[config.mk]
export PLATFORM = sky130hd
export DESIGN_NAME = riscv_fetch
export DESIGN_NICKNAME = d
export VERILOG_FILES = /design/src/rtl/riscv_fetch.sv
export SDC_FILE = /design/constraint.sdc
export NUM_CORES = 1
export LEC_CHECK = 0
export ABC_AREA = 1
export CORE_UTILIZATION = 30
export DETAILED_ROUTE_END_ITERATION = 8
export PLACE_DENSITY = 0.57
export SETUP_SLACK_MARGIN = 0.15
export SYNTH_ARGS = -nofsm -noshare
export SYNTH_HDL_FRONTEND = slang
export SYNTH_SLANG_ARGS = --single-unit
[constraint.sdc]
create_clock -name clk -period 7.98 [get_ports clk]
set_input_delay 0.798 -clock clk [delete_from_list [all_inputs] [get_ports clk]]
set_output_delay 0.798 -clock clk [all_outputs]
set_load 0.01 [all_outputs]
[src/rtl/riscv_fetch.sv]
`default_nettype none
// ============================================================================
// Module      : riscv_fetch
// Description : Instruction fetch stage of the kana-riscv core. Holds the PC,
//               issues word fetches over a request/grant/response protocol,
//               buffers returned instructions with their PC in a 2-entry
//               queue and presents them to decode over valid/ready.
//               Redirects from execute flush the queue and squash any
//               in-flight response.
// Ports       : clk, rst          - clock, synchronous active-high reset
//               imem_req/addr     - fetch request and word-aligned address
//               imem_gnt          - request accepted this cycle
//               imem_rvalid/rdata - fetch response
//               redirect/_pc      - control-flow redirect pulse and target
//               fetch_misaligned  - pulse: last redirect target unaligned
//               inst_valid/inst/inst_pc/inst_ready - decode handshake
// Revision    : 1.0 - initial release
// ============================================================================
module riscv_fetch #(
    parameter int                     WORD_LENGTH  = 32,
    parameter logic [WORD_LENGTH-1:0] RESET_VECTOR = {WORD_LENGTH{1'b0}}
) (
    input  logic                   clk,
    input  logic                   rst,
    output logic                   imem_req,
    output logic [WORD_LENGTH-1:0] imem_addr,
    input  logic                   imem_gnt,
    input  logic                   imem_rvalid,
    input  logic [WORD_LENGTH-1:0] imem_rdata,
    input  logic                   redirect,
    input  logic [WORD_LENGTH-1:0] redirect_pc,
    output logic                   fetch_misaligned,
    output logic                   inst_valid,
    output logic [WORD_LENGTH-1:0] inst,
    output logic [WORD_LENGTH-1:0] inst_pc,
    input  logic                   inst_ready
);

    localparam logic [WORD_LENGTH-1:0] c_PC_STEP = WORD_LENGTH'(4);

    typedef enum logic [1:0] {
        ST_REQ  = 2'd0,   // no fetch outstanding
        ST_WAIT = 2'd1,   // one fetch granted, response pending
        ST_DROP = 2'd2    // one fetch outstanding, response to be discarded
    } state_t;

    state_t                 r_state;
    logic [WORD_LENGTH-1:0] r_pc;
    logic [WORD_LENGTH-1:0] r_req_pc;
    logic [WORD_LENGTH-1:0] r_fifo_pc   [2];
    logic [WORD_LENGTH-1:0] r_fifo_inst [2];
    logic                   r_rd_ptr;
    logic                   r_wr_ptr;
    logic [1:0]             r_count;
    logic                   r_misaligned;

    logic w_grant;
    logic w_push;
    logic w_pop;

    // Only one fetch is ever outstanding, so requesting only while the
    // queue has a free slot guarantees the response always fits.
    assign imem_req  = (r_state == ST_REQ) && (r_count < 2'd2) && !rst;
    assign imem_addr = r_pc;

    assign w_grant = imem_req && imem_gnt;
    assign w_pop   = inst_valid && inst_ready;
    // A response landing in a redirect cycle belongs to the old path.
    assign w_push  = (r_state == ST_WAIT) && imem_rvalid && !redirect;

    assign inst_valid       = (r_count != 2'd0);
    assign inst             = r_fifo_inst[r_rd_ptr];
    assign inst_pc          = r_fifo_pc[r_rd_ptr];
    assign fetch_misaligned = r_misaligned;

    always_ff @(posedge clk) begin
        if (rst) begin
            r_state      <= ST_REQ;
            r_pc         <= RESET_VECTOR;
            r_req_pc     <= RESET_VECTOR;
            r_rd_ptr     <= 1'b0;
            r_wr_ptr     <= 1'b0;
            r_count      <= 2'd0;
            r_misaligned <= 1'b0;
            for (int i = 0; i < 2; i++) begin
                r_fifo_pc[i]   <= {WORD_LENGTH{1'b0}};
                r_fifo_inst[i] <= {WORD_LENGTH{1'b0}};
            end
        end else begin
            r_misaligned <= redirect && (|redirect_pc[1:0]);

            if (redirect) begin
                // Target is force-aligned; misalignment is only reported.
                r_pc     <= {redirect_pc[WORD_LENGTH-1:2], 2'b00};
                r_count  <= 2'd0;
                r_rd_ptr <= 1'b0;
                r_wr_ptr <= 1'b0;
                case (r_state)
                    // A fetch granted in the redirect cycle is still in
                    // flight and its response must be swallowed.
                    ST_REQ:  r_state <= w_grant ? ST_DROP : ST_REQ;
                    ST_WAIT,
                    ST_DROP: r_state <= imem_rvalid ? ST_REQ : ST_DROP;
                    default: r_state <= ST_REQ;
                endcase
            end else begin
                case (r_state)
                    ST_REQ: begin
                        if (w_grant) begin
                            r_req_pc <= r_pc;
                            r_pc     <= r_pc + c_PC_STEP;
                            r_state  <= ST_WAIT;
                        end
                    end
                    ST_WAIT: begin
                        if (imem_rvalid) begin
                            r_state <= ST_REQ;
                        end
                    end
                    ST_DROP: begin
                        if (imem_rvalid) begin
                            r_state <= ST_REQ;
                        end
                    end
                    default: r_state <= ST_REQ;
                endcase

                if (w_push) begin
                    r_fifo_pc[r_wr_ptr]   <= r_req_pc;
                    r_fifo_inst[r_wr_ptr] <= imem_rdata;
                    r_wr_ptr              <= ~r_wr_ptr;
                end
                if (w_pop) begin
                    r_rd_ptr <= ~r_rd_ptr;
                end
                case ({w_push, w_pop})
                    2'b10:   r_count <= r_count + 2'd1;
                    2'b01:   r_count <= r_count - 2'd1;
                    default: r_count <= r_count;
                endcase
            end
        end
    end

endmodule
`default_nettype wire

# --- Word-level counts from Yosys, hierarchy flattened ---
# Memory sizes are Yosys's and may differ from the RTL's. A register that Yosys moved wholly into a read port is not among the register bits.
# Cells that the tools add are included.
word_totals:
  output_inout_bits: 99
  n_memories: 2
  word_cells: 73
  regBits: 71
  in_bits: 70
  ram_bits: 128
classes:
  n_eq_ne: 6
  reduce_logical: 23
  n_addsub: 3
  bitwise_logic: 3
  mux: 27
  order_cmp: 1
memory_table:
  columns: ["name", "depth", "word_bits", "read_ports", "rd_ports_with_merged_regs", "write_ports", "line_no", "text"]
  rows:
  - ["r_fifo_inst", 2, 32, 1, 1, 2, "51", "logic [WORD_LENGTH-1:0] r_fifo_inst [2];"]
  - ["r_fifo_pc", 2, 32, 1, 1, 2, "50", "logic [WORD_LENGTH-1:0] r_fifo_pc [2];"]
ops:
  columns: ["operator", "n"]
  rows:
  - ["two-way mux 32 bit", 5]
  - ["OR reduction 32 bit", 2]
  - ["adder 32 x 3 -> 32 bit, second input constant", 1]
  - ["two-way mux 1 bit", 14]
  - ["one-hot mux 2 bit (2 select lines)", 3]
  - ["two-way mux 2 bit", 5]
  - ["nonzero test 2 bit", 4]
  - ["logical AND 1 bit", 7]
  - ["AND reduction 2 bit", 3]
  - ["OR reduction 2 bit", 3]
  - ["== test 2 x 1 -> 1 bit, second input constant", 2]
  - ["== test 2 bit, second input constant", 2]
  - ["inequality test 3 x 1 -> 1 bit, second input constant", 1]
  - ["inequality test 3 bit, second input constant", 1]
  - ["inverter 1 bit", 3]
  - ["AND reduction 3 bit", 1]
  - ["adder 2 x 1 -> 2 bit, second input constant", 1]
  - ["logical NOT 1 bit", 2]
  - ["logical NOT 2 bit", 1]
  - ["less-than comparator 2 bit, second input constant", 1]
  - ["subtractor 2 x 1 -> 2 bit, second input constant", 1]

# --- Logic depth before layout (Yosys ltp) ---
# Gate-level depths: netlist of the first run.
logic_depth:
  word_depth: 9
  depth_mapped: 9
  ltp_nobuf: 9

# --- Worst setup path before layout of the first run ---
# No wires, ideal clock.
synth_timing:
  path_type: "input -> register"
  start: "input redirect"
  end: "memory r_fifo_inst[0][0], enable pin"
  path_stages: 7
  n_path_buf: 2
  setup_time_ps: 421
  slack_ps: 4647
  required_ps: 7559
  arrival_time_ps: 2912
  path_cell_list: "buf_2 inv_1 nand3_1 nor2_1 nand2_1 buf_2 nand2_1"
synth_rtl:
  columns: ["element", "line_no", "text"]
  rows:
  - ["from (decl)", "30", "input logic redirect,"]
  - ["to (decl)", "51", null]

==> results.txt, run 1 <==
By instance count, the cell type seen most on the critical path is buf_4. No sink is reached through more buffers than the 2 on the longest clock path. Ranked by instance count, the synthesized netlist is headed by nor2_1 (163), nand2_1 (129), edfxtp_1 (124), inv_1 (121), dfxtp_1 (68). The leakage power of the design is 4.177 nW. The weighted congestion reported at the end of routability-driven placement is 0.8846. The first global-routing pass estimated 34060 um of wire.

The largest family of logic cells by synthesized area is simple AND/OR/NAND/NOR gates. The number of buffers created by CTS is 17. The xor and xnor area share after synthesis came out at 0%. For this run, asynchronously set or reset flops after synthesis account for 0%. The kind of cell with the highest combined delay on the critical path is simple AND/OR/NAND/NOR gates. Sorting the synthesized cells by area gives the leading types as edfxtp_1 (43%), dfxtp_1 (16%), mux2_2 (8.1%), nor2_1 (7.1%), nand2_1 (5.6%). The remaining antenna violation count came out at 0. The most used flip-flop cell after synthesis is edfxtp_1. The number of synthesized flops with an enable pin came out at 124.

The synthesized area came out at 8650 sq um. The timing-limited maximum frequency came out at 259.5 MHz. The required time at the worst-slack endpoint came out at 8070 ps.

STA puts the critical path data arrival time at 3940 ps. The setup path with the least slack is of type in2reg. After synthesis, the largest area contributor takes up 43.05% of total cell area.

The count of buffers from port buffering is 164. The sort of element at the end of the critical path is a flip-flop. The DRC marker count from the first detailed-route iteration came out at 608. The final route contains 6566 vias. The total power divided by cell area came out at 192.1 nW/um^2. The count of yosys warnings during synthesis came out at 0. The largest stage delay on the critical path came out at 770 ps. The global routing usage summed across all routing layers came out at 15.27%. The tree is rooted in a clkbuf_16. Traced cell by cell, the critical path runs through clkdlybuf4s50_1, buf_4, nor2_1, nand2_2, buf_4, nand2_2, buf_4. The region available for standard cell placement spans 28090 sq um. The slowest stage of the critical path belongs to the cell nor2_1.

Summed over all layers, the global routing overflow is 0. The net count reported at finish came out at 1136. The fill cell total of the finished layout came out at 2825. The area growth from synthesis to layout is 29.55%. The detailed-route wire length per cell is 15.31 um. The share of the cycle needed by the critical path after routing came out at 48.28%. The remaining design rule violation count came out at 0. The number of buffers inserted for hold repair after clock tree synthesis came out at 0.

The row count came out at 61. Clock tree synthesis found a total of 192 sinks. The H-tree generated during clock tree synthesis spans 4 levels. The synthesized netlist devotes 7.797% of its cell area to compound gates. The routed wire length came out at 22230 um. The number of different library cells in the post-synthesis netlist is 34.

The simple-gate share of the synthesized area came out at 16.75%. The slew at the pin closest to its max-slew limit is 958.0 ps. The average instance area after synthesis is 9.526 sq um. The CTS tree is done.

The largest net degree at the start of global routing is 64. The worst clock skew on the final layout is 12.90 ps. Setup repair after global routing left no endpoint under its margin. The max-slew violation count came out at 0. Setup violations remaining at the end of the flow were counted as 0. The count of inserted antenna diode cells came out at 0.

The number of antenna violations at the first check in global routing came out at 0. The sequential cell area fraction in the yosys report is 58.79%. The final worst hold slack came out at 466.8 ps. The launching element type of the critical path is a primary input. The clock latency on the worst-skew pair came out at 440 ps.

The number of hold violations in the final report came out at 0. The cell type with the highest aggregate area in the netlist is edfxtp_1. The total die area is 29520 sq um. The placed wire-length estimate is 14810 um.

The portion of netlist area occupied by mux cells is 8.072%. The fraction of layout instances using a drive strength above 1 came out at 11.08%. The iteration count of the initial detailed-routing pass came out at 5. The worst hold-check path type is reg2reg. Once the clock tree was built, the setup fixing pass inserted 0 buffers.

The post-synthesis instance total is 908. The initial core utilization is 30.80%. The flop and latch count out of synthesis came out at 192. The number of resized instances in the post-cts repair step is 0. The via count of the first global-routing pass was 6097. The post-synthesis adder-cell area fraction is 0.7233%. After detailed routing, the number of vias per cell comes to 4.522. The horizontal die dimension is 171.8 um. The worst-case IR drop observed on VDD is 108.9 uV.

By instance count, the leading cell after synthesis is nor2_1. The CTS clock-pin slew for the worst setup and hold paths came out at 70 ps. The flow ran to the end, and the final reports show no timing, DRC or antenna violations. Counting both buffers and inverters, the worst setup path holds a total of 4. The largest fanout on the critical path came out at 63. The number of maximum-capacitance violations is 0. The worst relative slew slack is 35.89%. The number of ports placed on the die boundary is 169. The floorplan step set the die height to 171.8 um. In the final timing run, aggregate negative setup slack is 0 ps. The post-route minimum period came out at 3853 ps.
==> report_power, final <==
group	leakage [nW]	switching (W)	total (W)	internal (W)
Clock	0.276	0.000416	0.000834	0.000418
Combinational	2.07	0.000101	0.000198	0.0000965
Sequential	1.84	0.0000261	0.00112	0.00109
==> logic make-up after synthesis <==
family          Yosys count
simple gates            352
flops                   192
buf+inv                 165
compound gates          131
mux                      62
fa+ha+maj                 5
other cells               1
==> layout by cell type, fill, tap and decap left out, types with 2 or more instances in the layout <==
master / n
ha_1: 5
inv_2: 2
nand2_2: 6
nor2_4: 3
inv_1: 121
nand2_1: 125
clkbuf_16: 17
nor2_2: 2
o21ai_0: 57
or2_2: 2
nor3_1: 2
o21ai_1: 3
a21oi_1: 60
clkdlybuf4s50_1: 164
nand4_1: 4
mux2_2: 62
nor2_1: 163
buf_4: 8
a31oi_1: 7
inv_8: 6
clkinvlp_4: 2
edfxtp_1: 124
dfxtp_1: 67
inv_6: 3
nand3_1: 41
conb_1: 4
==> per-stage QoR <==
stage	utilization [%]	total power [W]	cell area, sq um	worst slack [ps]	instances
floorplan	-	0.001229	8661	4647	911
global placement	37.87	0.001339	10640	3704	1420
detailed placement	37.87	0.001341	10640	3641	1420
CTS	39.90	0.002176	11210	4123	1452
global route	39.90	0.002236	11210	3904	1452
finish	39.90	0.002152	11210	4127	1452
==> worst register-to-register path: stages, from the launching register on <==
cell     delay [ps]
dfxtp_1         350
inv_1            70
ha_1            200
and3_1          200
nand2_2          60
buf_4           590
nand2_2         700
buf_4           510
==> sequential cells by signal, indices dropped and copies added, names as in the netlist, named ones only <==
register	count
r_fifo_inst	64
r_fifo_pc	60
imem_addr	30
r_req_pc	30
r_count	2
r_state	2
fetch_misaligned	1
r_rd_ptr	1
r_wr_ptr	1
==> layout make-up <==
type,instances,area [sq um],share of cell area [%]
flip-flops and latches,192,5086,45.39
multi-input cells,554,2909,25.96
repair buffers,172,1702,15.19
well taps,378,473.0,4.221
inverters,124,467.9,4.176
clock buffers,18,429.2,3.830
clock inverters,14,138.9,1.239
==> per-layer routing <==
metal	part of all wire [%]	track usage (%)	vias to the layer above
li1	-	-	3289
met1	50	22.41	3026
met2	43	22.51	239
met3	6.3	3.313	12
met4	0.80	3.963	0
met5	0	0	-
==> worst paths after layout <==
path | startpoint | end | slack (ps) | depth (start not counted)
worst max-delay path | redirect | r_fifo_pc[1][2]$_SDFFCE_PN0P_ | 4130 | 7
worst min-delay path | r_rd_ptr$_SDFFE_PP0P_ | flip-flop | 470 | 1
worst max register to register | r_state[1]$_SDFFE_PP0P_ | r_fifo_pc[1][2]$_SDFFCE_PN0P_ | 4990 | 7
worst min register to register | r_rd_ptr$_SDFFE_PP0P_ | flip-flop | 470 | 1
(Power assumes the default switching activity.)
==> inputs of run 2 (changes only) <==
clock period = 3.55 ns   (was 7.98 ns; I/O delays follow)
==> run 2 against run 1 <==
  * First-iteration DRC count is 6.6% lower
  * Worst setup slack worse by 3000 ps
  * Global-route usage is 0.23 points lower
  * Via count is 0.79% higher
  * Sequential cell count stayed put
  * Critical path depth is 4 lower
  * Hold slack worse by 14 ps
  * Clock power is 130% higher
  * Sequential share of layout area is 0.38 points lower
  * Cell area is 0.85% higher
  * Largest power group unchanged
==> results.txt, run 2 (synthesis gave the netlist of run 1 again) <==
The count of buffers from port buffering is 164 (unchanged). The worst relative slew slack is 49.02% (+13 points). Dividing the final minimum period by the clock period gives 67.74%. The placed wire-length estimate is 14780 um (-0.15%). The H-tree depth came out at 4 (unchanged). The leakage power of the design is 4.212 nW (+0.84%). The total power divided by cell area came to 432.3 nW/um^2 (+130%).

The number of ports placed on the die boundary was 169 (unchanged). The number of hold violations in the final report came out at 0 (unchanged). The first-pass GRT wire length is 33660 um (-1.2%). The worst hold-check path type is reg2reg. The required time at the worst-slack endpoint is 3190 ps (-4880 ps). Setup repair after global routing left no endpoint under its margin. The maximum vdd drop came out at 259.3 uV (+140%). The number of antenna violations at the first check in global routing is 0 (unchanged). The aggregate global routing overflow came out at 0 (unchanged). The maximum count of clock buffers along a single path came out at 2 (unchanged). The most flop-heavy register is r_fifo_inst. The slew at the pin closest to its max-slew limit came out at 764.8 ps (-193.3 ps).

The post-CTS repair timing setup buffer count is 0 (unchanged). TritonCTS built the clock tree. The worst hold path begins at r_rd_ptr$_SDFFE_PP0P_. The number of buffers inserted for hold repair after clock tree synthesis came to 0 (unchanged). The timing-limited maximum frequency came out at 415.8 MHz. The sort of element at the end of the critical path is an output pin.

The number of resized instances in the post-cts repair step came to 0 (unchanged). The iteration count of the initial detailed-routing pass came out at 5 (unchanged). The data arrival time of the worst path came to 2050 ps (-1890 ps). The number of maximum-capacitance violations is 0 (unchanged). The register share of total power came out at 51.5% (-0.6 points). In the final layout, the registers with the most flip-flops are r_fifo_inst x64, r_fifo_pc x60. The number of buffers created by CTS came out at 17 (unchanged). The area of the multi-input gates came out at 2909 sq um (unchanged). The switching power total is 0.001208 W (+120%).

The remaining design rule violation count is 0 (unchanged). The final worst hold slack is 453.0 ps (-13.81 ps). The largest net degree at the start of global routing came out at 63 (-1.6%). The final setup TNS is 0 ps (unchanged). The startpoint identified for the worst register-to-register timing path is r_state[0]$_SDFFE_PP0P_. The via count of the first global-routing pass is 6286 (+3.1%).

The number of clock sinks is 192 (unchanged). The placeable core region was 28090 sq um (unchanged). The start-to-end type of the worst setup path is reg2out. The global routing usage summed across all routing layers is 15.05% (-0.23 points). The number of vias in the routed layout came out at 6618 (+0.79%). The fraction of layout instances using a drive strength above 1 is 11.33% (+0.25 points). The net count reported at finish is 1139 (+0.26%).

The part of the total power dissipated in the clock network came to 39.2% (+0.4 points). In the layout the commonest cells are clkdlybuf4s50_1 (164), nor2_1 (163), nand2_1 (125). The buffer cell driving the clock tree root is clkbuf_16. The routed wire length came to 22140 um (-0.36%). The post-route minimum period came out at 2405 ps. The average via count per standard cell is 4.548 (+0.58%). The area added between synthesis and finish came out at 30.65%.

The largest fanout on the critical path is 62 (-1.6%). The count of final setup violators came out at 0 (unchanged). The worst setup path is launched from a flip-flop. The weighted congestion reported at the end of routability-driven placement is 0.8975 (+1.5%). The total die area is 29520 sq um (unchanged). The flow ran to the end, and the final reports show no timing, DRC or antenna violations.

The area taken by flip-flops and latches came out at 5086 sq um (unchanged). The number of flip-flops under the largest register name is 64 (unchanged). The chip height is 171.8 um (unchanged). The fill cell total of the finished layout is 2813 (-0.42%). The area after detailed placement is 10720 sq um (+0.80%). The switching power share of the total is 24.73% (-0.53 points). The most common library cell in the layout ignoring fill and taps is clkdlybuf4s50_1. The total non-filler cell area in the finished layout is 11300 sq um (+0.85%).

The remaining antenna violation count is 0 (unchanged). The fraction of power consumed by combinational cells came out at 9.3% (about the same). The clock latency on the worst-skew pair is 440 ps (about the same). The row count is 61 (unchanged). The horizontal die dimension is 171.8 um (unchanged).

The CTS clock-pin slew for the worst setup and hold paths came out at 70 ps (about the same). The worst clock skew on the final layout is 9.171 ps (-3.726 ps). The detailed-route wire length per cell is 15.22 um (-0.57%). The DRC marker count from the first detailed-route iteration came out at 568 (-6.6%). The cell-internal power came out at 0.003677 W (+130%). The initial core utilization is 30.80% (unchanged).

The count of inserted antenna diode cells is 0 (unchanged). The max-slew violation count came out at 0 (unchanged).
## run 2: cell count changes in the layout (fill, tap and decap cells not counted), sizes merged
cell / change
clkinv: +2
inv: -3
clkinvlp: +1
clkbuf: -1
bufinv: +1
buf: +3
## run 2: final cells by class
class                   instances  share of cell area, %
multi-input cells             554                  25.74
inverters                     124                  4.141
clock inverters                15                  1.351
clock buffers                  17                  3.764
flip-flops and latches        192                  45.01
well taps                     378                  4.185
repair buffers                175                  15.81
## run 2: power by group through the flow
| stage | registers, W | clock network [W] | logic, W |
|---|---|---|---|
| 6_report | 0.00252 | 0.00192 | 0.000452 |
| 3_3_place_gp | 0.00256 | 0 | 0.000454 |
| 5_1_grt | 0.00253 | 0.00204 | 0.000496 |
| 4_1_cts | 0.00252 | 0.00195 | 0.000459 |
| 2_1_floorplan | 0.00256 | 0 | 0.000203 |
| 3_5_place_dp | 0.00257 | 0 | 0.000456 |
## run 2: per-stage QoR
step                setup WS (ps)  total power, W  std cells  utilization (%)
floorplan                   571.5        0.002762        911                -
global placement            980.2        0.003018       1423            38.18
detailed placement          909.8        0.003022       1423            38.18
CTS                          1105        0.004930       1455            40.24
global route                 1076        0.005060       1455            40.24
finish                       1145        0.004885       1455            40.24
## run 2: critical path: stages (launching register included)
cell	delay (ps)
dfxtp_2	350
buf_12	320
mux2_2	380
clkdlybuf4s50_1	540
## run 2: layer usage
metal	part of all wire, %	global-route usage [%]	vias to the layer above
li1	-	-	3289
met1	49	21.18	3106
met2	44	22.95	199
met3	5.8	3.198	24
met4	1.3	4.694	0
met5	0	0	-
## run 2: path summary, 6_finish.rpt
kind | endpoint | slack (ps) | depth (start not counted)
min reg2reg | flip-flop | 450 | 1
max | inst_pc[19] | 1150 | 3
max reg2reg | r_req_pc[4]$_SDFFE_PP0P_ | 1430 | 7
min | flip-flop | 450 | 1
